### src/rtl/twiddle_gen.sv
// FFT twiddle-factor generator: streams W_N^k = cos - j*sin for k = m << stage,
// built from a quarter-wave cosine table with one-cycle registered output.
module twiddle_gen #(
  parameter  int N     = 32,
  parameter  int W     = 9,
  parameter  int FRAC  = 7,
  localparam int LOG2N = $clog2(N),
  localparam int SW    = (LOG2N > 1) ? $clog2(LOG2N) : 1
) (
  input  logic                clk,
  input  logic                rst_n,
  input  logic                start,
  input  logic [SW-1:0]       stage,
  input  logic                en,
  input  logic                cont,
  output logic signed [W-1:0] w_r,
  output logic signed [W-1:0] w_i,
  output logic                w_valid,
  output logic                last,
  output logic                active
);

  localparam int MW = LOG2N - 1;  // m spans 0..N/2-1
  localparam int Q  = N / 4;

  // Quarter-wave cosine at 64-point resolution, floor(cos*2^16); shifting down
  // keeps trunc-toward-zero exact for any FRAC up to 16.
  function automatic logic signed [W-1:0] c_val(input int j);
    int q16;
    case (j * (64 / N))
      0:  q16 = 65536;
      1:  q16 = 65220;
      2:  q16 = 64276;
      3:  q16 = 62714;
      4:  q16 = 60547;
      5:  q16 = 57797;
      6:  q16 = 54491;
      7:  q16 = 50660;
      8:  q16 = 46340;
      9:  q16 = 41575;
      10: q16 = 36409;
      11: q16 = 30893;
      12: q16 = 25079;
      13: q16 = 19024;
      14: q16 = 12785;
      15: q16 = 6423;
      default: q16 = 0;
    endcase
    return W'(q16 >>> (16 - FRAC));
  endfunction

  logic [SW-1:0]       s_q;
  logic [MW-1:0]       m;
  logic [MW-1:0]       m_last;
  logic [SW-1:0]       s_clamp;
  logic [LOG2N-1:0]    k;
  logic [LOG2N-1:0]    kp;
  logic signed [W-1:0] r_next;
  logic signed [W-1:0] i_next;

  assign s_clamp = (int'(stage) > LOG2N - 1) ? SW'(LOG2N - 1) : stage;
  assign m_last  = MW'((N >> (int'(s_q) + 1)) - 1);
  assign k       = LOG2N'(m) << s_q;

  // NOTE: every variable assigned in always_comb gets a default first so no latch is inferred.
  always_comb begin
    kp     = '0;
    r_next = '0;
    i_next = '0;
    if (int'(k) < Q) begin
      r_next = c_val(int'(k));
      i_next = -c_val(Q - int'(k));
    end else begin
      kp     = k - LOG2N'(Q);
      r_next = -c_val(Q - int'(kp));
      i_next = -c_val(int'(kp));
    end
  end

  // NOTE: sequential state uses non-blocking assignments so all registers update from pre-edge values.
  always_ff @(posedge clk or negedge rst_n) begin
    if (!rst_n) begin
      s_q     <= '0;
      m       <= '0;
      active  <= 1'b0;
      w_r     <= '0;
      w_i     <= '0;
      w_valid <= 1'b0;
      last    <= 1'b0;
    end else if (start) begin
      // start wins over en: re-arm without issuing, aborting any pass in flight
      s_q     <= s_clamp;
      m       <= '0;
      active  <= 1'b1;
      w_valid <= 1'b0;
      last    <= 1'b0;
    end else if (active && en) begin
      w_r     <= r_next;
      w_i     <= i_next;
      w_valid <= 1'b1;
      last    <= (m == m_last);
      if (m == m_last) begin
        m <= '0;
        if (!cont) active <= 1'b0;
      end else begin
        m <= m + MW'(1);
      end
    end else begin
      w_valid <= 1'b0;
      last    <= 1'b0;
    end
  end

endmodule

### config.mk
export PLATFORM = sky130hd
export DESIGN_NAME = twiddle_gen
export DESIGN_NICKNAME = d
export VERILOG_FILES = /design/src/rtl/twiddle_gen.sv
export SDC_FILE = /design/constraint.sdc
export NUM_CORES = 1
export LEC_CHECK = 0
export ABC_AREA = 1
export CORE_MARGIN = 2
export CORE_UTILIZATION = 50
export CTS_BUF_LIST = sky130_fd_sc_hd__clkbuf_2
export DETAILED_ROUTE_END_ITERATION = 10
export PLACE_DENSITY = 0.74
export SYNTH_ARGS = -nofsm -noshare
export SYNTH_HDL_FRONTEND = slang
export SYNTH_SLANG_ARGS = --single-unit
### constraint.sdc
create_clock -name clk -period 2.74 [get_ports clk]
set_clock_uncertainty 0.15 [all_clocks]
set_input_delay 0.548 -clock clk [delete_from_list [all_inputs] [get_ports clk]]
set_output_delay 0.548 -clock clk [all_outputs]
set_load 0.05 [all_outputs]
==> impl_results.html, run 1 <==
<table>
<tr><th>Metric</th><th>Value</th></tr>
<tr><th colspan="2">Floorplanning</th></tr>
<tr><td>Std cell rows</td><td>25</td></tr>
<tr><td>Die outline height</td><td>73.55 um</td></tr>
<tr><td>Horizontal extent of the die</td><td>73.55 um</td></tr>
<tr><td>Total core area</td><td>4692 um^2</td></tr>
<tr><td>Die area</td><td>5410 um^2</td></tr>
<tr><td>IO Pins</td><td>29</td></tr>
<tr><td>Starting density of the core</td><td>51.55%</td></tr>
<tr><th colspan="2">Clock tree</th></tr>
<tr><td>Clock latency on the worst-skew pair</td><td>0.41 ns</td></tr>
<tr><td>Maximum number of buffers from clock root to sink</td><td>2</td></tr>
<tr><td>Num Clock Sinks</td><td>28</td></tr>
<tr><td>Maximum level of the CTS H-tree</td><td>1</td></tr>
<tr><td>Clock root buffer</td><td>sky130_fd_sc_hd__clkbuf_2</td></tr>
<tr><td>Number of buffers added by the clock tree synthesis step</td><td>3</td></tr>
<tr><td>TritonCTS clock tree</td><td>done</td></tr>
<tr><td>Clock input transition at the sequential cells of the worst setup and hold paths</td><td>0.30 ns</td></tr>
<tr><th colspan="2">Yosys</th></tr>
<tr><td>Post-synthesis compound-gate area fraction</td><td>14.74%</td></tr>
<tr><td>Adder and majority cell fraction of the synthesized area</td><td>7.760%</td></tr>
<tr><td>Dominant combinational cell family by area after synthesis</td><td>simple AND/OR/NAND/NOR gates</td></tr>
<tr><td>Xor/xnor cell area share of the yosys netlist</td><td>2.173%</td></tr>
<tr><td>Synth warn</td><td>0</td></tr>
<tr><td>Post-synthesis instance area</td><td>2419 um^2</td></tr>
<tr><td>Number of cells produced by synthesis</td><td>358</td></tr>
<tr><td>Post-synthesis cell type count</td><td>36</td></tr>
<tr><td>Post-synthesis net count</td><td>381</td></tr>
<tr><td>Async set-or-reset flop fraction in the synthesized netlist</td><td>100.0%</td></tr>
<tr><td>Area share of the largest cell type after synthesis</td><td>28.97%</td></tr>
<tr><td>Count of flip-flops with a built-in enable after synthesis</td><td>0</td></tr>
<tr><td>Dominant register cell in the synthesized netlist</td><td>sky130_fd_sc_hd__dfrtp_1</td></tr>
<tr><td>Average instance area after synthesis</td><td>6.756 um^2</td></tr>
<tr><td>Most area-consuming cells after synthesis</td><td>sky130_fd_sc_hd__dfrtp_1, sky130_fd_sc_hd__nand2_1, sky130_fd_sc_hd__ha_1, sky130_fd_sc_hd__nand3_1, sky130_fd_sc_hd__nor2_1</td></tr>
<tr><td>Fraction of synthesized area in multiplexers</td><td>0%</td></tr>
<tr><td>Post-synthesis register bit count</td><td>28</td></tr>
<tr><td>Post-synthesis simple-gate area fraction</td><td>37.97%</td></tr>
<tr><td>Proportion of synthesized chip area in sequential cells</td><td>28.97%</td></tr>
<tr><td>Yosys top cell by area</td><td>sky130_fd_sc_hd__dfrtp_1</td></tr>
<tr><th colspan="2">Timing</th></tr>
<tr><td>Fmax achieved</td><td>375.3 MHz</td></tr>
<tr><td>Count of pins over their slew limit</td><td>0</td></tr>
<tr><td>Final setup violating endpoints</td><td>0</td></tr>
<tr><td>Final hold violation count</td><td>0</td></tr>
<tr><td>WHS</td><td>0.3030 ns</td></tr>
<tr><td>Headroom to the max-slew limit</td><td>65.82%</td></tr>
<tr><td>Worst Tran Pin Value</td><td>0.5111 ns</td></tr>
<tr><td>Setup repair after global routing missed its margin</td><td>true</td></tr>
<tr><td>Final worst path period share</td><td>97.23%</td></tr>
<tr><td>Final Critical Period</td><td>2.664 ns</td></tr>
<tr><th colspan="2">Setup path</th></tr>
<tr><td>Most Frequent Cell on Critical Path</td><td>sky130_fd_sc_hd__nand2_1</td></tr>
<tr><td>Delay of the slowest cell on the worst path</td><td>0.55 ns</td></tr>
<tr><td>Reg2Reg Launch Point</td><td>s_q[0]</td></tr>
<tr><td>Buffers plus inverters on the worst setup path</td><td>5</td></tr>
<tr><td>Cell at the slowest stage of the critical path</td><td>sky130_fd_sc_hd__dfrtp_2</td></tr>
<tr><td>Category of the critical setup timing path</td><td>flip-flop to flip-flop</td></tr>
<tr><td>CP Launch Type</td><td>flip-flop</td></tr>
<tr><td>Capturing point of the worst reg2reg path</td><td>w_r[2]</td></tr>
<tr><td>CP endpoint kind</td><td>flip-flop</td></tr>
<tr><td>Critical path fanouts, max</td><td>6</td></tr>
<tr><td>Critical path arrival</td><td>2.88 ns</td></tr>
<tr><td>Crit path max-delay family</td><td>simple AND/OR/NAND/NOR gates</td></tr>
<tr><td>Required time at the worst-slack endpoint</td><td>2.96 ns</td></tr>
<tr><td>Worst reg-to-reg setup slack</td><td>0.08 ns</td></tr>
<tr><td>Worst-path cell chain</td><td>inv_4 &gt; nand2_1 &gt; nand3_2 &gt; nand2_1 &gt; inv_2 &gt; ha_1 &gt; nand2_1 &gt; inv_1 &gt; nand3_1 &gt; nand2_1 &gt; nand2_2 &gt; nor2_4 &gt; buf_4 &gt; nand2_2 &gt; buf_4 &gt; a21oi_1 &gt; o21ai_1 &gt; a21oi_1</td></tr>
<tr><td>Number of cell instances on the worst register-to-register path</td><td>18</td></tr>
<tr><th colspan="2">Place</th></tr>
<tr><td>Total of buffers placed on input and output ports</td><td>28</td></tr>
<tr><td>Hpwl dp</td><td>5.037 mm</td></tr>
<tr><td>Routability congestion estimate from global placement</td><td>0.9490</td></tr>
<tr><th colspan="2">Routing</th></tr>
<tr><td>Residual DRC count</td><td>0</td></tr>
<tr><td>Routed via count</td><td>2731</td></tr>
<tr><td>Via density per instance</td><td>5.608</td></tr>
<tr><td>Total routed wirelength</td><td>7.308 mm</td></tr>
<tr><td>Detailed router's first-iteration violation count</td><td>189</td></tr>
<tr><td>Count of antenna-violating nets left after detailed routing</td><td>0</td></tr>
<tr><td>DR pass1 iterations</td><td>5</td></tr>
<tr><td>Mean routed wirelength per cell</td><td>15.01 um</td></tr>
<tr><th colspan="2">Final layout</th></tr>
<tr><td>Layout-stage area growth over the synthesis result</td><td>36.99%</td></tr>
<tr><td>Layout cells sized above 1</td><td>26.33%</td></tr>
<tr><td>Net count of the finished layout</td><td>457</td></tr>
<tr><td>Final Util</td><td>70.61%</td></tr>
<tr><td>Antenna Cells</td><td>0</td></tr>
<tr><th colspan="2">Pwr</th></tr>
<tr><td>Pleak</td><td>1.636 nW</td></tr>
<tr><td>Power per cell area</td><td>484.1 nW/um^2</td></tr>
<tr><td>Largest vdd supply drop</td><td>0.0002845 V</td></tr>
<tr><th colspan="2">Hold path</th></tr>
<tr><td>Path category of the worst min-delay check</td><td>input pin to asynchronous set/reset pin</td></tr>
<tr><th colspan="2">Run status</th></tr>
<tr><td>Outcome</td><td>finished, final reports clean</td></tr>
<tr><th colspan="2">GRT</th></tr>
<tr><td>Overflow left after global routing</td><td>0</td></tr>
<tr><td>Initial antenna violation count</td><td>0</td></tr>
<tr><td>Via count of the first global-routing pass</td><td>2389</td></tr>
<tr><td>Pin count of the biggest net entering global routing</td><td>29</td></tr>
<tr><td>Global Route Usage Sum</td><td>25.74%</td></tr>
<tr><td>First-pass GRT wire length</td><td>10.98 mm</td></tr>
<tr><th colspan="2">Flow run</th></tr>
<tr><td>Max-capacitance violation count</td><td>0</td></tr>
</table>
==> per-layer routing <==
metal | share of wire (%) | GRT usage [%] | vias up
li1 | - | - | 1331
met1 | 43 | 36.32 | 1254
met2 | 47 | 40.77 | 129
met3 | 7.0 | 3.018 | 17
met4 | 2.6 | 8.687 | 0
met5 | 0 | 0 | -
==> layout make-up <==
cell class / instances / area, um^2
Clock buffer: 3 / 15.01
Clock inverter: 1 / 30.03
Fill cell: 396 / 1379
Inverter: 40 / 161.4
Multi-Input combinational cell: 283 / 1673
Sequential cell: 28 / 705.7
Tap cell: 54 / 67.56
Timing Repair Buffer: 78 / 660.6
==> worst reg2reg max path, delay by kind of cell, from the launching register on <==
family | cells | cell delay, ns
compound gates | 3 | 0.33
buf+inv | 5 | 0.56
flops | 1 | 0.55
simple gates | 9 | 0.84
fa+ha+maj | 1 | 0.18
==> synthesized netlist by cell type, types with 3 or more instances <==
master / instances
sky130_fd_sc_hd__clkbuf_1: 3
sky130_fd_sc_hd__o31ai_1: 4
sky130_fd_sc_hd__nor2_2: 5
sky130_fd_sc_hd__nor2_1: 37
sky130_fd_sc_hd__nand2_1: 105
sky130_fd_sc_hd__o22ai_1: 3
sky130_fd_sc_hd__nor2_4: 6
sky130_fd_sc_hd__ha_1: 15
sky130_fd_sc_hd__o21ai_1: 10
sky130_fd_sc_hd__xor2_1: 4
sky130_fd_sc_hd__nand4_1: 5
sky130_fd_sc_hd__dfrtp_1: 28
sky130_fd_sc_hd__a21oi_1: 14
sky130_fd_sc_hd__nand3_2: 3
sky130_fd_sc_hd__inv_2: 4
sky130_fd_sc_hd__o21ai_0: 17
sky130_fd_sc_hd__inv_1: 33
sky130_fd_sc_hd__nand3_1: 35
sky130_fd_sc_hd__nand2_2: 4
sky130_fd_sc_hd__buf_6: 3
==> through the flow <==
stage               std cells  setup slack, ns  setup TNS, ns  power, mW  instance area, um^2
floorplan                 358          0.04299              0     0.9857                 2419
global placement          472         -0.02705       -0.05552      1.237                 3009
detailed placement        472         -0.09318        -0.6460      1.246                 3009
CTS                       479         0.004236              0      1.526                 3095
global route              487         -0.07287        -0.5221      1.697                 3313
finish                    487          0.07580              0      1.604                 3313
==> registers in the layout, summed over array words and instances, names as in the netlist <==
signal	flops
w_i	9
w_r	9
w_valid	1
s_q	3
m	4
last	1
active	1
==> cells by family (layout without fill, tap and decap cells) <==
kind of cell               Yosys count  count (layout)
AOI/OAI and AO/OA                   59              59
xor gates and xnor gates             6               6
adders and majority gates           15              15
buffers and inverters               47             122
DFF                                 28              28
and+or+nand+nor                    203             203
==> worst max-delay path by stage <==
| stage | end | slack [ns] | start | depth (start not counted) |
|---|---|---|---|---|
| after floorplan | w_i[7] | 0.04 | s_q[0] | 17 |
| after global placement | w_i[7] | -0.03 | s_q[0] | 16 |
| after detailed placement | w_i[8] | -0.09 | s_q[0] | 15 |
| after CTS | w_r[7] | 0.004 | s_q[0] | 17 |
| after global routing | w_r[4] | -0.07 | s_q[0] | 18 |
| final | w_r[2] | 0.08 | s_q[0] | 18 |
==> power by group <==
group,internal (mW),switching [mW]
Combinational,0.311,0.517
Sequential,0.469,0.0355
Clock,0.125,0.145
==> placed cells by master, fill, tap and decap left out, types with 4 or more instances in the layout <==
cell and count:
sky130_fd_sc_hd__nand2_2 13, sky130_fd_sc_hd__nand3_2 4, sky130_fd_sc_hd__ha_1 7, sky130_fd_sc_hd__clkdlybuf4s50_1 28
sky130_fd_sc_hd__a21oi_1 14, sky130_fd_sc_hd__ha_4 5, sky130_fd_sc_hd__dfrtp_1 24, sky130_fd_sc_hd__inv_2 4
sky130_fd_sc_hd__nand3_1 33, sky130_fd_sc_hd__buf_4 47, sky130_fd_sc_hd__inv_1 30, sky130_fd_sc_hd__xor2_1 4
sky130_fd_sc_hd__nor2_1 34, sky130_fd_sc_hd__nor2_4 11, sky130_fd_sc_hd__o21ai_1 10, sky130_fd_sc_hd__nand4_1 5
sky130_fd_sc_hd__o31ai_1 4, sky130_fd_sc_hd__nand2_1 96, sky130_fd_sc_hd__dfrtp_2 4, sky130_fd_sc_hd__o21ai_0 14
==> timing repair <==
action,CTS,global route
endpoints found under the setup margin,13,16
hold buffers,0,0
gates resized for setup,7,43
pin swaps,2,13
setup buffers,3,7
cloned,0,1
(Power assumes the default switching activity.)
==> run 2, diff against run 1 <==
- CAP_MARGIN: default -> 5
==> results of run 2 <==
Same layout as run 1: the final DEF is identical, and so are final timing and power.
==> run 3, diff against run 2 <==
- SETUP_SLACK_MARGIN: default -> 0.02
==> run 3 against run 2 <==
  * Final area is 0.83% higher
  * Sequential power hardly changed
  * Via count down 0.22%
  * Highest routed layer unchanged
==> impl_results.html, run 3 (synthesis results as in run 1) <==
<table>
<tr><th>Metric</th><th>Value</th></tr>
<tr><th colspan="2">GRT</th></tr>
<tr><td>Met2 Usage GRT</td><td>40.87% (+0.099 points)</td></tr>
<tr><td>First-pass GRT wire length</td><td>11.01 mm (+0.19%)</td></tr>
<tr><td>Most Used Layer, Global Route</td><td>met2</td></tr>
<tr><td>Global Route Usage Sum</td><td>25.76% (+0.029 points)</td></tr>
<tr><td>Overflow left after global routing</td><td>0 (unchanged)</td></tr>
<tr><td>Met1 track demand over resource</td><td>36.41% (+0.085 points)</td></tr>
<tr><td>GR Util met3</td><td>3.155% (+0.14 points)</td></tr>
<tr><td>Initial antenna violation count</td><td>0 (unchanged)</td></tr>
<tr><td>Via count of the first global-routing pass</td><td>2403 (+0.59%)</td></tr>
<tr><td>Pin count of the biggest net entering global routing</td><td>29 (unchanged)</td></tr>
<tr><th colspan="2">Floorplanning</th></tr>
<tr><td>Starting density of the core</td><td>51.55% (unchanged)</td></tr>
<tr><td>IO Pins</td><td>29 (unchanged)</td></tr>
<tr><td>Die outline height</td><td>73.55 um (unchanged)</td></tr>
<tr><td>Die area</td><td>5410 um^2 (unchanged)</td></tr>
<tr><td>Std cell rows</td><td>25 (unchanged)</td></tr>
<tr><td>Horizontal extent of the die</td><td>73.55 um (unchanged)</td></tr>
<tr><td>Total core area</td><td>4692 um^2 (unchanged)</td></tr>
<tr><th colspan="2">Routing</th></tr>
<tr><td>Mean routed wirelength per cell</td><td>14.70 um (-2.1%)</td></tr>
<tr><td>Detailed router's first-iteration violation count</td><td>230 (+22%)</td></tr>
<tr><td>Via density per instance</td><td>5.619 (+0.19%)</td></tr>
<tr><td>Residual DRC count</td><td>0 (unchanged)</td></tr>
<tr><td>Total routed wirelength</td><td>7.128 mm (-2.5%)</td></tr>
<tr><td>DR pass1 iterations</td><td>5 (unchanged)</td></tr>
<tr><td>Routed via count</td><td>2725 (-0.22%)</td></tr>
<tr><td>Count of antenna-violating nets left after detailed routing</td><td>0 (unchanged)</td></tr>
<tr><th colspan="2">Final layout</th></tr>
<tr><td>Layout-stage area growth over the synthesis result</td><td>38.13%</td></tr>
<tr><td>Biggest registers after layout</td><td>w_i x9, w_r x9, m x4</td></tr>
<tr><td>Net count of the finished layout</td><td>455 (-0.44%)</td></tr>
<tr><td>Most used cells in the layout excluding fill and tap cells</td><td>sky130_fd_sc_hd__nand2_1, sky130_fd_sc_hd__buf_4, sky130_fd_sc_hd__nor2_1, sky130_fd_sc_hd__inv_1, sky130_fd_sc_hd__nand3_1</td></tr>
<tr><td>Layout cells sized above 1</td><td>27.38% (+1.1 points)</td></tr>
<tr><td>Most common cell after layout, fill and taps aside</td><td>sky130_fd_sc_hd__nand2_1</td></tr>
<tr><td>Antenna Cells</td><td>0 (unchanged)</td></tr>
<tr><td>Non-filler instance count after layout</td><td>485 (-0.41%)</td></tr>
<tr><th colspan="2">Setup path</th></tr>
<tr><td>Capturing point of the worst reg2reg path</td><td>w_i[6]</td></tr>
<tr><td>Reg2Reg Launch Point</td><td>s_q[0]</td></tr>
<tr><td>Number of cell instances on the worst register-to-register path</td><td>16 (-2)</td></tr>
<tr><td>Worst setup path endpoint</td><td>w_i[6]</td></tr>
<tr><td>Required time at the worst-slack endpoint</td><td>2.97 ns (about the same)</td></tr>
<tr><td>CP endpoint kind</td><td>flip-flop</td></tr>
<tr><td>Worst reg-to-reg setup slack</td><td>0.08 ns (about the same)</td></tr>
<tr><td>Critical path origin</td><td>s_q[0]</td></tr>
<tr><td>CP Launch Type</td><td>flip-flop</td></tr>
<tr><td>Category of the critical setup timing path</td><td>flip-flop to flip-flop</td></tr>
<tr><td>Critical path fanouts, max</td><td>6 (unchanged)</td></tr>
<tr><td>Critical path arrival</td><td>2.89 ns (about the same)</td></tr>
<tr><th colspan="2">Clock tree</th></tr>
<tr><td>TritonCTS clock tree</td><td>done</td></tr>
<tr><td>Clock input transition at the sequential cells of the worst setup and hold paths</td><td>0.31 ns (about the same)</td></tr>
<tr><td>Maximum level of the CTS H-tree</td><td>1 (unchanged)</td></tr>
<tr><td>Maximum number of buffers from clock root to sink</td><td>2 (unchanged)</td></tr>
<tr><td>Number of buffers added by the clock tree synthesis step</td><td>3 (unchanged)</td></tr>
<tr><td>Clock latency on the worst-skew pair</td><td>0.41 ns (about the same)</td></tr>
<tr><td>Num Clock Sinks</td><td>28 (unchanged)</td></tr>
<tr><td>Clock root buffer</td><td>sky130_fd_sc_hd__clkbuf_2</td></tr>
<tr><th colspan="2">Timing</th></tr>
<tr><td>Final setup violating endpoints</td><td>0 (unchanged)</td></tr>
<tr><td>Count of pins over their slew limit</td><td>0 (unchanged)</td></tr>
<tr><td>Setup TNS</td><td>0 ns (unchanged)</td></tr>
<tr><td>Headroom to the max-slew limit</td><td>65.92% (+0.094 points)</td></tr>
<tr><td>Setup slack of the critical path after layout</td><td>0.07700 ns (+0.001200 ns)</td></tr>
<tr><td>Fmax achieved</td><td>375.5 MHz (about the same)</td></tr>
<tr><td>Final hold violation count</td><td>0 (unchanged)</td></tr>
<tr><td>Setup repair after global routing missed its margin</td><td>true</td></tr>
<tr><td>Final worst path period share</td><td>97.19% (about the same)</td></tr>
<tr><td>Final Critical Period</td><td>2.663 ns (-0.001200 ns)</td></tr>
<tr><td>Worst Tran Pin Value</td><td>0.5097 ns (-0.001407 ns)</td></tr>
<tr><th colspan="2">Place</th></tr>
<tr><td>Total of buffers placed on input and output ports</td><td>28 (unchanged)</td></tr>
<tr><td>Hpwl dp</td><td>5.037 mm (unchanged)</td></tr>
<tr><td>Worst slack, placed</td><td>-0.09318 ns (unchanged)</td></tr>
<tr><td>Placed Instances</td><td>472 (unchanged)</td></tr>
<tr><td>Routability congestion estimate from global placement</td><td>0.9490 (unchanged)</td></tr>
<tr><th colspan="2">Run status</th></tr>
<tr><td>Outcome</td><td>finished, final reports clean</td></tr>
<tr><th colspan="2">Pwr</th></tr>
<tr><td>Design Power</td><td>1.615 mW (+0.71%)</td></tr>
<tr><td>Pleak</td><td>1.651 nW (+0.89%)</td></tr>
<tr><td>Largest vdd supply drop</td><td>0.0002847 V (about the same)</td></tr>
<tr><td>Power per cell area</td><td>483.5 nW/um^2 (-0.12%)</td></tr>
<tr><th colspan="2">Flow run</th></tr>
<tr><td>Max-capacitance violation count</td><td>0 (unchanged)</td></tr>
<tr><th colspan="2">Hold path</th></tr>
<tr><td>Path category of the worst min-delay check</td><td>input pin to asynchronous set/reset pin</td></tr>
</table>
==> run 3: layout make-up <==
| class | instances | area, um^2 |
|---|---|---|
| multi-input cells | 283 | 1709 |
| fillers | 380 | 1351 |
| flip-flops and latches | 28 | 705.7 |
| repair buffers | 76 | 655.6 |
| inverters | 40 | 157.7 |
| well taps | 54 | 67.56 |
| clock inverters | 1 | 30.03 |
| clock buffers | 3 | 15.01 |
==> run 3: worst min-delay path by stage <==
stage            from      to  slack, ns
3_3_place_gp   w_r[3]  w_r[3]       0.31
6_report        rst_n  s_q[2]       0.30
4_1_cts         rst_n  w_r[2]       0.33
5_1_grt         rst_n  w_r[0]       0.33
3_5_place_dp   w_r[7]  w_r[7]       0.32
2_1_floorplan   rst_n  active       0.10
==> run 3: layer usage <==
metal | part of all wire (%) | wire length (um)
met5 | 0 | 0
met4 | 3.0 | 212
met3 | 5.7 | 408
met2 | 46 | 3245
met1 | 46 | 3262
==> run 3: where the power goes <==
part / internal (mW) / switching, mW
clock: 0.125 / 0.148
combinational: 0.314 / 0.521
sequential: 0.470 / 0.0374
==> run 3: critical path, cell delays in order (launching register included) <==
cell and delay (ns):
sky130_fd_sc_hd__dfrtp_2 0.55, sky130_fd_sc_hd__inv_4 0.08, sky130_fd_sc_hd__nand2_1 0.07, sky130_fd_sc_hd__nand2_2 0.08
sky130_fd_sc_hd__nand2_2 0.06, sky130_fd_sc_hd__ha_2 0.20, sky130_fd_sc_hd__ha_4 0.25, sky130_fd_sc_hd__inv_4 0.09
sky130_fd_sc_hd__nand2_2 0.07, sky130_fd_sc_hd__nor2_4 0.17, sky130_fd_sc_hd__a21oi_2 0.08, sky130_fd_sc_hd__buf_4 0.16
sky130_fd_sc_hd__o21ai_1 0.19, sky130_fd_sc_hd__nand3_1 0.14, sky130_fd_sc_hd__nand2_1 0.08, sky130_fd_sc_hd__nand3_1 0.06
sky130_fd_sc_hd__a21oi_1 0.14
==> run 3: what timing repair did <==
| item | CTS | global route |
|---|---|---|
| gates resized for setup | 12 | 50 |
| hold endpoints to repair | 0 | 0 |
| pin swaps | 4 | 15 |
| buffers inserted | 3 | 6 |
| setup endpoints to repair | 14 | 16 |
| hold buffers | 0 | 0 |
==> run 3: metrics by stage <==
step                      hold slack, ns  cell area, um^2  utilization (%)
final                             0.2960             3341            71.20
after global routing              0.3275             3341            71.20
after CTS                         0.3319             3119            66.48
after detailed placement          0.3189             3009            64.13
after global placement            0.3110             3009            64.13
after floorplan                   0.1024             2419                -
